$ cat config.mk
export PLATFORM = sky130hd
export DESIGN_NAME = boletim_notas
export DESIGN_NICKNAME = d
export VERILOG_FILES = /design/src/rtl/boletim_notas.sv
export SDC_FILE = /design/constraint.sdc
export NUM_CORES = 1
export LEC_CHECK = 0
export ABC_CLOCK_PERIOD_IN_PS = 6200
export BUFFER_PORTS_ARGS = -buffer_cell sky130_fd_sc_hd__buf_2
export CAP_MARGIN = 10
export CELL_PAD_IN_SITES_DETAIL_PLACEMENT = 1
export CELL_PAD_IN_SITES_GLOBAL_PLACEMENT = 1
export CORE_MARGIN = 2
export CORE_UTILIZATION = 52
export CTS_CLUSTER_DIAMETER = 50
export DETAILED_ROUTE_END_ITERATION = 10
export PLACE_DENSITY_LB_ADDON = 0.1
export SLEW_MARGIN = 40
export SYNTH_ARGS = -nofsm -noshare
export SYNTH_HDL_FRONTEND = slang
export SYNTH_SLANG_ARGS = --single-unit
$ cat constraint.sdc
create_clock -name clk_2 -period 6.2 [get_ports clk_2]
set_clock_uncertainty 0.15 [all_clocks]
set_input_delay 0.31 -clock clk_2 [delete_from_list [all_inputs] [get_ports clk_2]]
set_output_delay 0.31 -clock clk_2 [all_outputs]
set_load 0.1 [all_outputs]
$ cat src/rtl/boletim_notas.sv
// Grade book: captures grades on rising edges of a switch, keeps per-category
// tallies and a running sum, and shows the A/F/P letter for one of four sources.
module boletim_notas #(
  parameter int unsigned NOTA_W     = 4,
  parameter int unsigned NOTA_MAX   = 10,
  parameter int unsigned MAX_ALUNOS = 16,
  parameter int unsigned LIMIAR_A   = 7,
  parameter int unsigned LIMIAR_F   = 4,
  parameter logic [7:0]  SEG_A      = 8'h77,
  parameter logic [7:0]  SEG_F      = 8'h71,
  parameter logic [7:0]  SEG_P      = 8'h73,
  parameter logic [7:0]  SEG_VAZIO  = 8'h00
) (
  input  logic              clk_2,
  input  logic              reset,
  input  logic [NOTA_W-1:0] nota_in,
  input  logic              captura,
  input  logic              proximo,
  input  logic              limpa,
  input  logic [1:0]        modo,
  output logic [7:0]        SEG,
  output logic [7:0]        LED,
  output logic [4:0]        n_A,
  output logic [4:0]        n_F,
  output logic [4:0]        n_P
);

  localparam int unsigned SUM_W  = NOTA_W + 5;
  // Wide enough for LIMIAR * count (LIMIAR < 2**NOTA_W, count < 32).
  localparam int unsigned PROD_W = NOTA_W + 6;
  localparam int unsigned IDX_W  = (MAX_ALUNOS > 1) ? $clog2(MAX_ALUNOS) : 1;

  localparam logic [1:0] VAZIO  = 2'd0;
  localparam logic [1:0] COLETA = 2'd1;
  localparam logic [1:0] CHEIO  = 2'd2;

  localparam logic [NOTA_W-1:0] NOTA_MAX_V = NOTA_MAX[NOTA_W-1:0];
  localparam logic [NOTA_W-1:0] LIM_A_V    = LIMIAR_A[NOTA_W-1:0];
  localparam logic [NOTA_W-1:0] LIM_F_V    = LIMIAR_F[NOTA_W-1:0];
  localparam logic [4:0]        MAX_V      = MAX_ALUNOS[4:0];

  logic [1:0]        state_q, state_d;
  logic [4:0]        count_q, count_d;
  logic [SUM_W-1:0]  sum_q, sum_d;
  logic [4:0]        na_q, na_d, nf_q, nf_d, np_q, np_d;
  logic [4:0]        ptr_q, ptr_d;
  logic [NOTA_W-1:0] ultima_q, ultima_d;
  logic              ovf_q, ovf_d, rej_q, rej_d;
  logic              captura_q, proximo_q;

  logic [NOTA_W-1:0] notas [MAX_ALUNOS];

  logic cap_ev, step_ev, cheio, nota_ok, aceita;
  logic [PROD_W-1:0] sum_ext, prod_a, prod_f;

  function automatic logic [7:0] cls(input logic [NOTA_W-1:0] g);
    if (g >= LIM_A_V)      return SEG_A;
    else if (g >= LIM_F_V) return SEG_F;
    else                   return SEG_P;
  endfunction

  // Event detection and capture acceptance.
  always_comb begin
    cap_ev  = captura & ~captura_q;
    step_ev = proximo & ~proximo_q;
    cheio   = (state_q == CHEIO);
    nota_ok = (nota_in <= NOTA_MAX_V);
    aceita  = cap_ev & nota_ok & ~cheio & ~limpa;
  end

  // Next-state for counters, flags, review pointer and FSM.
  always_comb begin
    state_d  = state_q;
    count_d  = count_q;
    sum_d    = sum_q;
    na_d     = na_q;
    nf_d     = nf_q;
    np_d     = np_q;
    ptr_d    = ptr_q;
    ultima_d = ultima_q;
    ovf_d    = ovf_q;
    rej_d    = rej_q;
    if (limpa) begin
      state_d  = VAZIO;
      count_d  = '0;
      sum_d    = '0;
      na_d     = '0;
      nf_d     = '0;
      np_d     = '0;
      ptr_d    = '0;
      ultima_d = '0;
      ovf_d    = 1'b0;
      rej_d    = 1'b0;
    end else begin
      // Wrap is decided against the pre-capture count.
      if (step_ev && count_q != 5'd0) begin
        ptr_d = (ptr_q == count_q - 5'd1) ? 5'd0 : ptr_q + 5'd1;
      end
      if (cap_ev && !nota_ok) rej_d = 1'b1;
      if (cap_ev && cheio)    ovf_d = 1'b1;
      if (aceita) begin
        count_d  = count_q + 5'd1;
        sum_d    = sum_q + SUM_W'(nota_in);
        ultima_d = nota_in;
        if (nota_in >= LIM_A_V)      na_d = na_q + 5'd1;
        else if (nota_in >= LIM_F_V) nf_d = nf_q + 5'd1;
        else                         np_d = np_q + 5'd1;
        state_d = (count_d == MAX_V) ? CHEIO : COLETA;
      end
    end
  end

  // State registers; edge samplers preset high so a held switch is ignored.
  always_ff @(posedge clk_2) begin
    if (reset) begin
      state_q   <= VAZIO;
      count_q   <= '0;
      sum_q     <= '0;
      na_q      <= '0;
      nf_q      <= '0;
      np_q      <= '0;
      ptr_q     <= '0;
      ultima_q  <= '0;
      ovf_q     <= 1'b0;
      rej_q     <= 1'b0;
      captura_q <= 1'b1;
      proximo_q <= 1'b1;
    end else begin
      state_q   <= state_d;
      count_q   <= count_d;
      sum_q     <= sum_d;
      na_q      <= na_d;
      nf_q      <= nf_d;
      np_q      <= np_d;
      ptr_q     <= ptr_d;
      ultima_q  <= ultima_d;
      ovf_q     <= ovf_d;
      rej_q     <= rej_d;
      captura_q <= captura;
      proximo_q <= proximo;
    end
  end

  // Grade buffer; contents are don't-care after reset, so no reset here.
  always_ff @(posedge clk_2) begin
    if (!reset && aceita) begin
      notas[count_q[IDX_W-1:0]] <= nota_in;
    end
  end

  // Average category by cross-multiplication instead of division.
  always_comb begin
    sum_ext = PROD_W'(sum_q);
    prod_a  = PROD_W'(LIM_A_V) * PROD_W'(count_q);
    prod_f  = PROD_W'(LIM_F_V) * PROD_W'(count_q);
  end

  // Display source mux.
  always_comb begin
    SEG = SEG_VAZIO;
    case (modo)
      2'd0: SEG = cls(nota_in);
      2'd1: if (count_q != 5'd0) SEG = cls(ultima_q);
      2'd2: begin
        if (count_q != 5'd0) begin
          if (sum_ext >= prod_a)      SEG = SEG_A;
          else if (sum_ext >= prod_f) SEG = SEG_F;
          else                        SEG = SEG_P;
        end
      end
      default: if (count_q != 5'd0) SEG = cls(notas[ptr_q[IDX_W-1:0]]);
    endcase
  end

  // Status outputs.
  always_comb begin
    LED = {cheio, ovf_q, rej_q, count_q};
    n_A = na_q;
    n_F = nf_q;
    n_P = np_q;
  end

endmodule

### Word-level counts from Yosys, hierarchy flattened

Memories as Yosys holds them, arrays and structs flattened. A register that Yosys moved wholly into a read port is not among the register bits.
Cells that the tools add are included.

* register bits: 44
* bits in read-only memories: 0
* bits in latches: 0
* memory bits (writable): 64
* input bits: 11
* word-level logic and storage cells: 76
* memories: 1

* equal/unequal tests: 5
* add/subtract/negate cells: 7
* magnitude comparators: 9
* divide/modulo/power cells: 0
* bitwise gates (word level): 11
* $mul: 1
* reduce and logical (&&, ||, !) cells: 12
* shift operators: 0
* multiplexer cells: 18

Memories
* notas: depth 16, width 4, rd ports 1, clocked after Yosys merged registers in 1, wr ports 1, RTL line 51 `logic [NOTA_W-1:0] notas [MAX_ALUNOS];`

Operators with widths (count)
* adder 5 x 1 -> 5 bit, second input constant: 5
* >= comparator 4 x 3 -> 1 bit, second input constant: 6
* case mux 8 bit (3 select lines): 1
* two-way mux 7 bit: 3
* two-way mux 3 bit: 4
* two-way mux 2 bit: 5
* adder 9 x 4 -> 9 bit: 1
* >= comparator 9 x 7 -> 1 bit: 1
* >= comparator 9 x 8 -> 1 bit: 1
* multiplier 3 x 5 -> 8 bit, first input constant: 1
* two-way mux 4 bit: 2
* inverter 1 bit: 6
* AND reduction 3 bit: 2
* AND 1 bit: 5
* equality test 5 bit: 1
* equality test 5 bit, second input constant: 1
* two-way mux 5 bit: 1
* nonzero test 5 bit: 1
* subtractor 5 x 1 -> 5 bit, second input constant: 1
* equality test 2 bit, second input constant: 2
* <= comparator 4 bit, second input constant: 1
* logical AND 1 bit: 4
* equality test 2 x 1 -> 1 bit, second input constant: 1
* logical NOT 1 bit: 2
* 4 further kinds: 5

### Longest topological paths before layout

Gate-level depths: netlist of run 1.

* depth after elaboration: 8
* gate-level depth with buffers: 13
* mapped depth without buffers: 13

### Worst setup path before layout of run 1

Ideal clock, no wire load.

* kind: register to output
* start point: register count_q[2]
* end point: output SEG[1]
* path slack: 1.424 ns
* arrival: 4.316 ns
* cell stages (with the launch flop): 14
* path through: dfxtp_1 > fa_1 > ha_1 > fa_1 > a21oi_1 > nor2_1 > nor2_1 > xor2_1 > ha_1 > a21oi_1 > nor2b_1 > o41ai_1 > a21oi_1 > a2111o_1

* cells in the longest elaborated chain, start to end: 5

Ends and longest elaborated chain
* start, declared: RTL line 43 `logic [4:0] count_q, count_d;`
* start signal, assigned: RTL line 130 `count_q <= count_d;`
* multiplier 3 x 5 -> 8 bit / >= comparator 9 x 7 -> 1 bit (equally long branches): RTL line 154, 167
* >= comparator 9 x 8 -> 1 bit / two-way mux 2 bit (equally long branches): RTL line 166, 167
* two-way mux 3 bit: RTL line 166 `if (sum_ext >= prod_a) SEG = SEG_A;`
* two-way mux 7 bit: RTL line 165 `if (count_q != 5'd0) begin`
* case mux 8 bit (3 select lines) *: RTL line 161 `case (modo)`
* end, declared: RTL line 21 `output logic [7:0] SEG,`

Mark *: on every way between the ends. The rest lies on a longest branch, timed or not.

### Final worst setup path of run 1

Same ends and word-level chain as after synthesis.

==> results of run 1 <==
## Yosys cell counts (7+ instances only)
cell / number / area (sq um)
buf_4: 9 / 67.6
nor2_1: 47 / 176
and3_1: 17 / 106
edfxtp_1: 64 / 1920
nor3_1: 9 / 45.0
nand4_1: 8 / 50.1
ha_1: 38 / 475
xnor2_1: 19 / 166
xor2_1: 18 / 158
clkbuf_1: 7 / 26.3
nand2_1: 30 / 113
o21ai_0: 12 / 60.1
mux2i_1: 11 / 110
a21oi_1: 18 / 90.1
inv_1: 15 / 56.3
nor2b_1: 8 / 50.1
dfxtp_1: 48 / 961
## worst max-delay path: stages (launching register included)
cell      delay [ns]
dfxtp_1         0.64
fa_1            0.51
ha_1            0.24
fa_1            0.41
a21oi_1         0.17
nor2_1          0.05
nor2_1          0.10
xor2_1          0.18
ha_1            0.27
a21oi_1         0.14
nor2b_1         0.06
o41ai_1         0.37
a21oi_1         0.15
a2111o_1        0.30
buf_2           0.29
## final timing paths
path,to,startpoint,cells after the start
min,captura_q,reset,2
min reg2reg,rej_q,rej_q,2
max,SEG[1],count_q[2],14
max reg2reg,ptr_q[1],count_q[2],7
## layer usage
metal  wire length (um)  up-vias
met5                  0        -
met4                217        0
met3                351       22
met2               6140       58
met1               5410     1766
li1                   -     1697
## cells by family (layout without fill, tap and decap cells)
kind of cell / Yosys count / after routing / synth area share [%]
AO/OA/AOI/OAI: 58 / 58 / 6.81
XOR/XNOR: 37 / 37 / 5.98
adder cells (fa/ha/maj): 44 / 44 / 11.0
buffers and inverters: 37 / 73 / 3.39
flip-flops: 112 / 112 / 53.2
multiplexers: 21 / 21 / 6.19
other: 1 / 2 / 0.0692
AND/OR/NAND/NOR: 148 / 148 / 13.4
## power by group
part           internal, uW  switching, uW  total [uW]
Clock                   170            297         467
Combinational          13.9           54.1        68.0
Sequential              785           1.13         786
## registers in the layout, summed over array words and instances (netlist names), 2 cells and up, named ones only
name      count
state_q       2
n_F           5
sum_q         9
n_P           5
notas        64
ultima_q      4
count_q       5
n_A           5
ptr_q         5
## area by class of cell
class	instances	area, sq um
clock inverters	7	93.8
multi-input cells	310	2360
clock buffers	9	124
fillers	1093	4320
repair buffers	42	223
inverters	15	56.3
flip-flops and latches	112	2880
well taps	136	170
## metrics by stage
step	instance area, sq um	worst slack, ns
floorplan	5430	1.42
global placement	5670	2.05
detailed placement	5680	1.89
CTS	5910	1.42
global route	5910	1.17
finish	5910	1.45
## what timing repair did
action,in CTS,in global routing
hold buffers,2,0
buffers inserted,0,0
setup endpoints to repair,0,0
endpoints found under the hold margin,2,0
==> flow_summary.json, run 1 <==
{
  "num_antenna_cells": 0,
  "clk_latency_ns": 0.39,
  "yosys_warnings": 0,
  "synth_edf_count": 64,
  "final_cell_mix": "edfxtp_1 (64), dfxtp_1 (48), nor2_1 (47)",
  "wl_per_cell_um": 19.2,
  "die_h_um": 106,
  "grt-busiest-layer": "met2",
  "drt_iter0_drc": 131,
  "ctsLongestPathBuffers": 2,
  "fin_tns_setup_ns": 0,
  "htree_levels": 3,
  "rrSetupSlack_ns": 3.26,
  "clkSinkCount": 112,
  "yosysSeqAreaShare_pct": 53.2,
  "required_ns": 5.74,
  "die-area_sq_um": 11300,
  "io_buffers": 39,
  "die_x_um": 106,
  "numCtsBuffers": 9,
  "synth.ff_latch_count": 112,
  "synthFlopType": "edfxtp_1",
  "max_freq_mhz": 211,
  "rows": 37,
  "antenna_found_initial": 0,
  "grt_pass1_vias": 3773,
  "drt_wl_total_mm": 12.1,
  "drive_gt1_share_pct": 14.3,
  "routed_via_density": 5.61,
  "ant_nets": 0,
  "grt_pass1_wl_mm": 19.9,
  "holdCritPathClass": "primary input to flip-flop",
  "areaGrowthSynthToFinish_pct": 9.07,
  "use_met2_pct": 40.6,
  "worstSetupPathType": "flip-flop to output pin",
  "worst_slew_pin_slew_ns": 0.800,
  "drc_errors": 0,
  "end_kind": "output pin",
  "maxSlewViolCount": 0,
  "io_pins": 42,
  "cts_root_buf": "clkbuf_8",
  "power_uw": 1320,
  "hold_violations": 0,
  "core_sq_um": 10200,
  "timing.hold.ws_ns": 0.0385,
  "fin_crit_ns": 4.75,
  "drtPass1Iterations": 4,
  "finalNetCount": 545,
  "rsz0062_at_grt": "false",
  "grt_overflow": 0,
  "place_hpwl_mm": 8.84,
  "avgSynthCellArea_sq_um": 11.8,
  "path_clk_slew_ns": 0.12,
  "cts_resized": 0,
  "track_usage_pct": 23.1,
  "gp_congestion": 0.807,
  "power_density_nw_per_um2": 223,
  "cts_tree": "done",
  "vias": 3543,
  "synth_area_sq_um": 5420,
  "min_period_over_period_pct": 76.6,
  "cp_max_fo": 10,
  "start_kind": "flip-flop",
  "grt_start_max_net_pins": 37,
  "initial_utilization_pct": 53.0,
  "cp.arrival_ns": 4.29,
  "outcome": "complete, no violations",
  "met1_usage_pct": 28.7,
  "ir_worst_vdd_mv": 0.128,
  "fin_util_pct": 57.8,
  "power_leakage_uw": 0.00229,
  "yosysUniqueCellTypes": 54,
  "relSlewSlack_pct": 46.5,
  "syn_inst": 458,
  "use_met3_pct": 5.09,
  "final_common_cell": "edfxtp_1",
  "ys_async_sr_fraction_pct": 0,
  "drv_cap": 0,
  "dpl.cell_count": 613,
  "stdcell_count": 631,
  "setup_viol": 0
}
Power figures use the tool's default switching activity.
==> inputs of run 2 (changes only) <==
--- a/config.mk
+++ b/config.mk
@@ -5,13 +5,13 @@
 export SDC_FILE = /design/constraint.sdc
 export NUM_CORES = 1
 export LEC_CHECK = 0
-export ABC_CLOCK_PERIOD_IN_PS = 6200
+export ABC_CLOCK_PERIOD_IN_PS = 4650
 export BUFFER_PORTS_ARGS = -buffer_cell sky130_fd_sc_hd__buf_2
 export CAP_MARGIN = 10
 export CELL_PAD_IN_SITES_DETAIL_PLACEMENT = 1
 export CELL_PAD_IN_SITES_GLOBAL_PLACEMENT = 1
 export CORE_MARGIN = 2
-export CORE_UTILIZATION = 52
+export CORE_UTILIZATION = 49
 export CTS_CLUSTER_DIAMETER = 50
 export DETAILED_ROUTE_END_ITERATION = 10
 export PLACE_DENSITY_LB_ADDON = 0.1
==> constraint.sdc (replaced) <==
create_clock -name clk_2 -period 4.65 [get_ports clk_2]
set_clock_uncertainty 0.15 [all_clocks]
set_input_delay 0.2325 -clock clk_2 [delete_from_list [all_inputs] [get_ports clk_2]]
set_output_delay 0.2325 -clock clk_2 [all_outputs]
set_load 0.1 [all_outputs]
==> flow_summary.json, run 2 (synthesis gave the netlist of run 1 again) <==
{
  "rr_startpoint": "count_q[3]",
  "grt_pass1_wl_mm": 20.3,
  "final_common_cell": "edfxtp_1",
  "grt_overflow": 0,
  "io_buffers": 39,
  "maxSlewViolCount": 0,
  "hp-start": "limpa",
  "max_freq_mhz": 231,
  "clk_latency_ns": 0.37,
  "nFillCells": 1136,
  "fin_util_pct": 55.0,
  "core_sq_um": 10800,
  "grt_pass1_vias": 3837,
  "ir_worst_vdd_mv": 0.188,
  "worst_slew_pin_slew_ns": 0.839,
  "cts_tree": "done",
  "routed_via_density": 5.58,
  "drv_cap": 0,
  "die_h_um": 109,
  "io_pins": 42,
  "areaGrowthSynthToFinish_pct": 9.99,
  "cp.arrival_ns": 3.95,
  "final_cell_mix": "edfxtp_1 (64), nor2_1 (47), dfxtp_1 (45)",
  "die-area_sq_um": 11900,
  "die_x_um": 109,
  "end_kind": "output pin",
  "rsz0062_at_grt": "false",
  "drive_gt1_share_pct": 15.6,
  "wl_per_cell_um": 19.8,
  "hold_violations": 0,
  "initial_utilization_pct": 50.0,
  "start_kind": "flip-flop",
  "htree_levels": 3,
  "vias": 3574,
  "holdCritPathClass": "primary input to flip-flop",
  "setup_viol": 0,
  "place_hpwl_mm": 9.14,
  "numCtsBuffers": 9,
  "largest_reg_flops": 64,
  "crit_start": "count_q[2]",
  "min_period_over_period_pct": 93.2,
  "rows": 38,
  "fin_tns_setup_ns": 0,
  "crit_top_cell": "a21oi_1",
  "drc_errors": 0,
  "outcome": "complete, no violations",
  "grt_start_max_net_pins": 37,
  "power_density_nw_per_um2": 293,
  "worstSetupPathType": "flip-flop to output pin",
  "finalNetCount": 550,
  "relSlewSlack_pct": 43.9,
  "gp_congestion": 0.826,
  "cp_max_fo": 10,
  "ant_nets": 0,
  "antenna_found_initial": 0,
  "track_usage_pct": 23.0,
  "required_ns": 4.27,
  "crit_path_top_delay_cell": "dfxtp_4",
  "drt_wl_total_mm": 12.7,
  "ctsLongestPathBuffers": 2,
  "num_antenna_cells": 0,
  "post_cts_buffers": 0,
  "cts_root_buf": "clkbuf_8",
  "path_cells": "fa_1 > ha_1 > fa_1 > a21oi_1 > nor2_1 > nor2_1 > xor2_1 > ha_1 > a21oi_1 > nor2b_1 > o41ai_2 > a21oi_1 > a2111o_1 > buf_2",
  "clkSinkCount": 112,
  "fin_crit_ns": 4.33,
  "slowest_delay_ns": 0.46,
  "drt_iter0_drc": 126,
  "power_leakage_uw": 0.00232,
  "drtPass1Iterations": 4,
  "path_clk_slew_ns": 0.11
}
[run 2: changes by cell type in the layout (fill, tap and decap cells not counted), moves of 2 or more]
cell	previous run	this run
buf_4	1	4
inv_4	0	2
dfxtp_1	48	45
inv_12	2	0
dlygate4sd3_1	2	4
dfxtp_2	0	2
[run 2: where the power goes]
part | total, uW | switching (uW) | internal, uW
sequential | 1050 | 1.23 | 1050
combinational | 94.8 | 74.2 | 20.6
clock | 603 | 362 | 240
[run 2: timing repair]
| action | in CTS | in global routing |
|---|---|---|
| hold buffers | 4 | 0 |
| endpoints found under the setup margin | 0 | 2 |
| endpoints found under the hold margin | 2 | 0 |
| gates resized for setup | 0 | 3 |
[run 2: path summary, 6_finish.rpt]
check	end	slack, ns	depth (start not counted)
worst max-delay path	SEG[1]	0.32	14
worst min-delay path	ultima_q[3]	0.05	3
worst max register to register	ptr_q[3]	1.89	9
worst min register to register	state_q[1]	0.33	2
[run 2: layout make-up]
class	instances	area [sq um]	share of cell area, %
inverter	15	56.3	0.944
multi-input combinational	310	2370	39.8
tap	140	175	2.94
sequential	112	2890	48.4
clock inverter	6	57.6	0.965
timing repair buffer	47	265	4.45
clock buffer	10	149	2.50
[run 2: metrics by stage]
stage	instances	instance area (sq um)	hold WS, ns	power, uW	setup WS [ns]
2_1_floorplan	459	5430	0.181	1130	0.0405
3_3_place_gp	620	5700	0.281	1160	0.726
3_5_place_dp	620	5700	0.285	1160	0.564
4_1_cts	640	5950	0.0272	1760	0.120
5_1_grt	640	5960	0.0369	1800	0.0172
6_report	640	5960	0.0475	1740	0.316
[run 2: worst max-delay path: cells and delay by family, from the launching register on]
| family | cells | cell delay, ns |
|---|---|---|
| flops | 1 | 0.46 |
| compound gates | 5 | 1.07 |
| xor+xnor | 1 | 0.16 |
| simple gates | 3 | 0.23 |
| buf+inv | 1 | 0.30 |
| fa+ha+maj | 4 | 1.35 |
[run 2: layer usage]
layer	global-route usage, %	share of wire (%)	vias up
met2	41.4	52	62
li1	-	-	1703
met5	0	0	-
met1	27.7	42	1791
met4	7.41	2.2	0
met3	4.36	3.8	18
